`config.mk`:
```
export PLATFORM = sky130hd
export DESIGN_NAME = atpg_entry_ctl
export DESIGN_NICKNAME = d
export VERILOG_FILES = /design/src/rtl/atpg_entry_ctl.sv
export SDC_FILE = /design/constraint.sdc
export NUM_CORES = 1
export LEC_CHECK = 0
export CAP_MARGIN = 20
export CORE_MARGIN = 1.5
export CORE_UTILIZATION = 25
export CTS_CLUSTER_DIAMETER = 40
export CTS_CLUSTER_SIZE = 40
export DETAILED_ROUTE_END_ITERATION = 16
export PLACE_DENSITY = 0.41
export SYNTH_ARGS = -nofsm -noshare
export SYNTH_HDL_FRONTEND = slang
export SYNTH_SLANG_ARGS = --single-unit
```
`constraint.sdc`:
```
create_clock -name clk -period 4.1 [get_ports clk]
set_input_delay 1.23 -clock clk [delete_from_list [all_inputs] [get_ports clk]]
set_output_delay 1.23 -clock clk [all_outputs]
set_load 0.02 [all_outputs]
```
`src/rtl/atpg_entry_ctl.sv`:
```
// ATPG test-entry controller: synchronizes the TST/SCL/SDA pads, checks a
// serial entry key and mode byte, and drives the scan pin-mux enable.
//
// Parameters:
//   KEY    test-entry key, shifted MSB first
//   TMO    SCL-idle timeout in clk cycles while shifting key/mode bits
//   NMODE  number of legal mode codes (0x01..NMODE)
//
// Ports:
//   clk      system clock, rising edge
//   srst     synchronous active-high reset
//   tst_pin  raw TST pad level (asynchronous)
//   scl_pin  raw SCL pad level (asynchronous), shift strobe
//   sda_pin  raw SDA pad level (asynchronous), serial data
//   atpg_en  scan/ATPG pin-mux enable (mode 0x01 only)
//   tm_sel   latched mode byte, valid while test_act=1
//   test_act test mode active
//   key_err  sticky key/mode error flag
//   st_o     FSM state encoding for debug
module atpg_entry_ctl #(
    parameter logic [15:0] KEY   = 16'hA5C3,
    parameter int unsigned TMO   = 1024,
    parameter int unsigned NMODE = 4
) (
    input  logic       clk,
    input  logic       srst,
    input  logic       tst_pin,
    input  logic       scl_pin,
    input  logic       sda_pin,
    output logic       atpg_en,
    output logic [7:0] tm_sel,
    output logic       test_act,
    output logic       key_err,
    output logic [2:0] st_o
);

    localparam logic [2:0] S_IDLE   = 3'd0;
    localparam logic [2:0] S_KEY    = 3'd1;
    localparam logic [2:0] S_MODE   = 3'd2;
    localparam logic [2:0] S_ACTIVE = 3'd3;
    localparam logic [2:0] S_LOCK   = 3'd4;

    localparam logic [9:0] TMO_LAST = 10'(TMO - 1);
    localparam logic [7:0] NMODE_B  = 8'(NMODE);

    // Pad synchronizers
    logic tst_s1_q, tst_s2_q;
    logic scl_s1_q, scl_s2_q;
    logic sda_s1_q, sda_s2_q;
    logic scl_prev_q;

    logic [2:0]  state_q,    state_d;
    logic [15:0] shift_q,    shift_d;
    logic [4:0]  bcnt_q,     bcnt_d;
    logic [9:0]  tmo_q,      tmo_d;
    logic [1:0]  low_q,      low_d;
    logic [7:0]  tm_sel_q,   tm_sel_d;
    logic        test_act_q, test_act_d;
    logic        atpg_en_q,  atpg_en_d;
    logic        key_err_q,  key_err_d;

    logic        scl_rise;
    logic [15:0] shift_nx;
    logic        shifting;
    logic        tst_exit;
    logic        tmo_hit;
    logic        mode_ok;

    assign scl_rise = scl_s2_q & ~scl_prev_q;
    assign shift_nx = {shift_q[14:0], sda_s2_q};
    assign shifting = (state_q == S_KEY) || (state_q == S_MODE);

    // low_q==3 with TST still low marks the 4th consecutive low cycle
    assign tst_exit = (state_q != S_IDLE) && !tst_s2_q && (low_q == 2'd3);
    assign tmo_hit  = shifting && (tmo_q == TMO_LAST);
    assign mode_ok  = (shift_nx[7:0] != 8'h00) && (shift_nx[7:0] <= NMODE_B);

    always_comb begin
        state_d    = state_q;
        shift_d    = shift_q;
        bcnt_d     = bcnt_q;
        tm_sel_d   = tm_sel_q;
        test_act_d = test_act_q;
        atpg_en_d  = atpg_en_q;
        key_err_d  = key_err_q;

        if (state_q == S_IDLE || tst_s2_q) begin
            low_d = 2'd0;
        end else begin
            low_d = low_q + 2'd1;
        end

        if (!shifting) begin
            tmo_d = tmo_q;
        end else if (scl_rise) begin
            tmo_d = 10'd0;
        end else begin
            tmo_d = tmo_q + 10'd1;
        end

        if (tst_exit || tmo_hit) begin
            // Leaving to IDLE: drop outputs in the same transition,
            // key_err is left untouched.
            state_d    = S_IDLE;
            tm_sel_d   = 8'h00;
            test_act_d = 1'b0;
            atpg_en_d  = 1'b0;
        end else begin
            case (state_q)
                S_IDLE: begin
                    if (tst_s2_q) begin
                        state_d   = S_KEY;
                        shift_d   = 16'h0000;
                        bcnt_d    = 5'd0;
                        tmo_d     = 10'd0;
                        key_err_d = 1'b0;
                    end
                end
                S_KEY: begin
                    if (scl_rise) begin
                        shift_d = shift_nx;
                        bcnt_d  = bcnt_q + 5'd1;
                        if (bcnt_q == 5'd15) begin
                            if (shift_nx == KEY) begin
                                state_d = S_MODE;
                                bcnt_d  = 5'd0;
                            end else begin
                                state_d   = S_LOCK;
                                key_err_d = 1'b1;
                            end
                        end
                    end
                end
                S_MODE: begin
                    if (scl_rise) begin
                        shift_d = shift_nx;
                        bcnt_d  = bcnt_q + 5'd1;
                        if (bcnt_q == 5'd7) begin
                            if (mode_ok) begin
                                state_d    = S_ACTIVE;
                                tm_sel_d   = shift_nx[7:0];
                                test_act_d = 1'b1;
                                atpg_en_d  = (shift_nx[7:0] == 8'h01);
                            end else begin
                                state_d   = S_LOCK;
                                key_err_d = 1'b1;
                            end
                        end
                    end
                end
                S_ACTIVE: begin
                    state_d = S_ACTIVE;
                end
                S_LOCK: begin
                    state_d = S_LOCK;
                end
                default: begin
                    state_d    = S_IDLE;
                    tm_sel_d   = 8'h00;
                    test_act_d = 1'b0;
                    atpg_en_d  = 1'b0;
                end
            endcase
        end
    end

    always_ff @(posedge clk) begin
        if (srst) begin
            tst_s1_q   <= 1'b0;
            tst_s2_q   <= 1'b0;
            scl_s1_q   <= 1'b0;
            scl_s2_q   <= 1'b0;
            sda_s1_q   <= 1'b0;
            sda_s2_q   <= 1'b0;
            scl_prev_q <= 1'b0;
            state_q    <= S_IDLE;
            shift_q    <= 16'h0000;
            bcnt_q     <= 5'd0;
            tmo_q      <= 10'd0;
            low_q      <= 2'd0;
            tm_sel_q   <= 8'h00;
            test_act_q <= 1'b0;
            atpg_en_q  <= 1'b0;
            key_err_q  <= 1'b0;
        end else begin
            tst_s1_q   <= tst_pin;
            tst_s2_q   <= tst_s1_q;
            scl_s1_q   <= scl_pin;
            scl_s2_q   <= scl_s1_q;
            sda_s1_q   <= sda_pin;
            sda_s2_q   <= sda_s1_q;
            scl_prev_q <= scl_s2_q;
            state_q    <= state_d;
            shift_q    <= shift_d;
            bcnt_q     <= bcnt_d;
            tmo_q      <= tmo_d;
            low_q      <= low_d;
            tm_sel_q   <= tm_sel_d;
            test_act_q <= test_act_d;
            atpg_en_q  <= atpg_en_d;
            key_err_q  <= key_err_d;
        end
    end

    assign atpg_en  = atpg_en_q;
    assign tm_sel   = tm_sel_q;
    assign test_act = test_act_q;
    assign key_err  = key_err_q;
    assign st_o     = state_q;

endmodule

```
==> Yosys cells after proc, flatten, opt, wreduce, memory -nomap -nowiden <==
Cells that the tools add are included.
{ "word_totals": {"reg_bits": 53, "out_inout_bits": 14, "elab_cells": 107} }
{ "classes": {"n_lt_le_gt_ge": 1, "n_reduce_logical": 22, "addsub": 3, "n_bitwise": 4, "eq_ne": 19, "mux": 42} }
{ "op_table": {"columns": ["operator", "count"], "rows": [
  ["two-way mux 10 bit", 5],
  ["two-way mux 15 bit", 2],
  ["one-hot mux 15 bit (2 select lines)", 1],
  ["two-way mux 5 bit", 5],
  ["two-way mux 8 bit", 3],
  ["two-way mux 3 bit", 7],
  ["== test 16 bit, second input constant", 1],
  ["one-hot mux 8 bit (2 select lines)", 1],
  ["one-hot mux 3 bit (5 select lines)", 1],
  ["one-hot mux 5 bit (3 select lines)", 1],
  ["two-way mux 1 bit", 13],
  ["!= test 2 bit, second input constant", 6],
  ["adder 10 x 1 -> 10 bit, second input constant", 1],
  ["== test 10 bit, second input constant", 1],
  ["AND reduction 5 bit", 2],
  ["AND reduction 9 bit", 1],
  ["== test 8 x 1 -> 1 bit, second input constant", 1],
  ["<= comparator 8 x 3 -> 1 bit, second input constant", 1],
  ["AND reduction 4 bit", 2],
  ["nonzero test 8 bit", 1],
  ["== test 3 x 2 -> 1 bit, second input constant", 2],
  ["!= test 2 x 1 -> 1 bit, second input constant", 3],
  ["nonzero test 3 bit", 2],
  ["OR reduction 2 bit", 3],
  ["17 further kinds", 25]
]} }

==> Longest topological paths before layout <==
{ "logic_depth": {"depth_word": 7, "mapped_depth": 8, "mapped_depth_nobuf": 8} }

==> Worst setup path after synthesis <==
Ideal clock, no wire load.
{ "synth_path": {"path_kind": "in2reg", "start": "input srst", "end": "register tm_sel_q[3], in the netlist tm_sel[3]", "required_ns": 4.041, "t_arrival_ns": 2.221, "path_buffers": 2, "cell_stages": 5, "slack_ns": 1.819, "path_cell_list": "clkbuf_1 -> or3_1 -> buf_1 -> nor2b_1 -> and2_1"} }
{ "synth_between": {"elab_chain_cells": 1} }
{ "synth_rtl": {"columns": ["element", "line", "rtl"], "rows": [
  ["from (decl)", "26", "input logic srst,"],
  ["OR reduction 2 bit (no source line)", null, null],
  ["to (signal assigned)", "198", "tm_sel_q <= tm_sel_d;"],
  ["to (decl)", "57", "logic [7:0] tm_sel_q, tm_sel_d;"]
]} }
Every way passes these cells.
A chain may end at the register's enable or synchronous reset.

==> Worst setup path in the final report <==
{ "layout_path": {"start": "register state_q[0], in the netlist st_o[0]", "end": "output st_o[0]"} }
{ "layout_rtl": {"columns": ["element", "line", "rtl"], "rows": [
  ["from (decl)", "52", "logic [2:0] state_q, state_d;"],
  ["from (signal assigned)", "193", "state_q <= state_d;"],
  ["to (decl)", "34", "output logic [2:0] st_o"]
]} }
No word-level cell between the ends.

==> metrics.yaml <==
setup_viol_count_final: 0
hold_path_class: "reg2reg"
cp_cell_sequence: "clkdlybuf4s50_1"
r2r_start: "bcnt_q[0]$_SDFFE_PP0P_"
setup_ws_ns: 1.182
fin_cells: 421
final_common_cell: "dfxtp_1"
worst-path-stages: 1
cts_buffers: 5
place.detailed.hpwl_um: 3928
dp.cells: 413
routed-wl-met2_um: 2469
die-area_um2: 10370
avgSynthCellArea_um2: 8.754
route.met3.wl_um: 218
critPathMaxStageDelay_ns: 0.71
endpoint: "st_o[0]"
critPathBufInv: 1
maxCapViolations: 0
die_h_um: 101.8
crit_family: "buffers and inverters"
synth_cell_type_count: 51
core-area_um2: 9371
route.detailed.wl_per_inst_um: 14.11
slew_headroom_pct: 54.53
fin_skew_ns: 0.01087
netlist_area_um2: 2442
grt_max_degree: 36
drt-total-wl_um: 5942
routabilityCongestion: 0.7284
async_flop_share_pct: 0
htreeDepth: 2
cts-hold-fix-buffers: 0
cts_root_buffer: "clkbuf_8"
port_buffers: 18
netlist.area_leader.share_pct: 43.44
min_period_ns: 2.918
critPathKind: "reg2out"
viasPerCell: 4.924
cts_tree: "yes"
setup-tns-final_ns: 0
drive_gt1_share_pct: 7.877
crit_slowest_cell: "clkdlybuf4s50_1"
num_rows: 35
routed.top_layer: "met4"
yosysSeqAreaShare_pct: 43.44
nets: 301
postPlaceCellArea_um2: 2745
num_vias: 2073
clk_latency_ns: 0.31
clk_pin_slew_worst_paths_ns: 0.10
fin_hold_ws_ns: 0.4453
finalCritPeriodShare_pct: 71.18
rsz0062_at_grt: "no"
fp.dieW_um: 101.8
status: "finished clean"
antenna_found_initial: 0
clock-sinks: 53
rr_worst_depth: 6
drcViolationCount: 0
synth_top_cell_by_area: "dfxtp_1"
regToRegEndpoint: "atpg_en$_SDFFE_PP0P_"
cts-resized-gates: 0
synth-edff-count: 0
grtUsageTotal_pct: 12.53
dr.pass1.iters: 4
tightestPinTransition_ns: 0.6818
report.final.slew_viol_count: 0
yosysWarnings: 0
power_density_nw_per_um2: 348.0
crit_required_ns: 2.87
first_global_vias: 2013
synth_ff_type: "dfxtp_1"
synthCells: 279
overflow: 0
clockBufferDepth: 2
syn-num-nets: 289
wl_met1_um: 3166
start_util_pct: 26.06
fin_util_pct: 30.72
initialDrtViolationCount: 104
worstSetupStartpointType: "flop"
p_leak_nw: 0.9131
hold_viol: 0
grt_pass1_wl_um: 10270
dp_slack_ns: 1.350
ys_seq_elements: 53
max-vdd-ir-drop_mv: 0.1377
ant_nets: 0
timing.fmax_mhz: 342.7
postCtsSetupBuffers: 0
synth_area_leaders: "dfxtp_1, a21oi_1, o21ai_0, nand4_1, nor2_1"
synthToLayoutAreaGrowth_pct: 17.88
diodes: 0
final_cell_mix: "dfxtp_1, a21oi_1, nor2_1, o21ai_0"
end_kind: "output port"
crit_fanout: 15
crit_path_start: "st_o[0]$_SDFFE_PP0P_"
io_pins: 19
reg2reg_slack_ns: 1.68
critical_path_arrival_ns: 1.69
total_power_mw: 1.002
fin_area_um2: 2879
==> layout make-up <==
class                      instances  area (um2)
sequential                        53        1061
multi-input combinational        205        1294
clock inverter                     3       65.06
tap                              129       161.4
fill                            1040        6492
clock buffer                       5       68.82
inverter                           3       11.26
timing repair buffer              23       217.7
==> flip-flops by register name, indices dropped and copies added (netlist names), 2 cells and up <==
name	flops
bcnt_q	5
low_q	2
shift_q	15
st_o	3
tm_sel	8
tmo_q	10
==> how the worst min path moves through the flow <==
stage | start | to | depth (start not counted)
after floorplan | low_q[0]$_SDFF_PP0_ | low_q[0]$_SDFF_PP0_ | 1
after global placement | low_q[0]$_SDFF_PP0_ | low_q[0]$_SDFF_PP0_ | 1
after detailed placement | tst_s1_q$_SDFF_PP0_ | tst_s2_q$_SDFF_PP0_ | 1
after CTS | tst_s1_q$_SDFF_PP0_ | tst_s2_q$_SDFF_PP0_ | 1
after global routing | tst_s1_q$_SDFF_PP0_ | tst_s2_q$_SDFF_PP0_ | 1
final | sda_s1_q$_SDFF_PP0_ | sda_s2_q$_SDFF_PP0_ | 1
==> synth_stat cells, types with 4 or more instances <==
library cell / instances
xnor2_1: 5
o21ai_0: 24
nand4_1: 18
nor2_1: 24
and2_1: 5
clkbuf_1: 15
dfxtp_1: 53
nand3_1: 10
or2_2: 4
nand2b_1: 4
nor4_1: 5
nor2b_1: 11
ha_1: 5
nand3b_1: 4
nand2_1: 13
a21oi_1: 26
==> routing by layer <==
| layer | GRT usage (%) | up-vias |
|---|---|---|
| met5 | 0 | - |
| met4 | 4.742 | 0 |
| met3 | 2.326 | 5 |
| met2 | 18.82 | 41 |
| met1 | 17.84 | 985 |
| li1 | - | 1042 |
==> report_power, final <==
part / internal (mW) / leakage, nW / switching, mW
Clock: 0.243 / 0.0681 / 0.181
Sequential: 0.519 / 0.428 / 0.00562
Combinational: 0.0180 / 0.417 / 0.0351
==> kinds of logic after synthesis <==
kind of cell | Yosys count | share of synthesized area [%]
fa+ha+maj | 5 | 2.561
compound gates | 73 | 19.11
mux | 2 | 0.8197
buf+inv | 21 | 3.842
simple gates | 119 | 28.07
xor+xnor | 6 | 2.152
flops | 53 | 43.44
No activity file was read; power rests on OpenSTA's default activity.
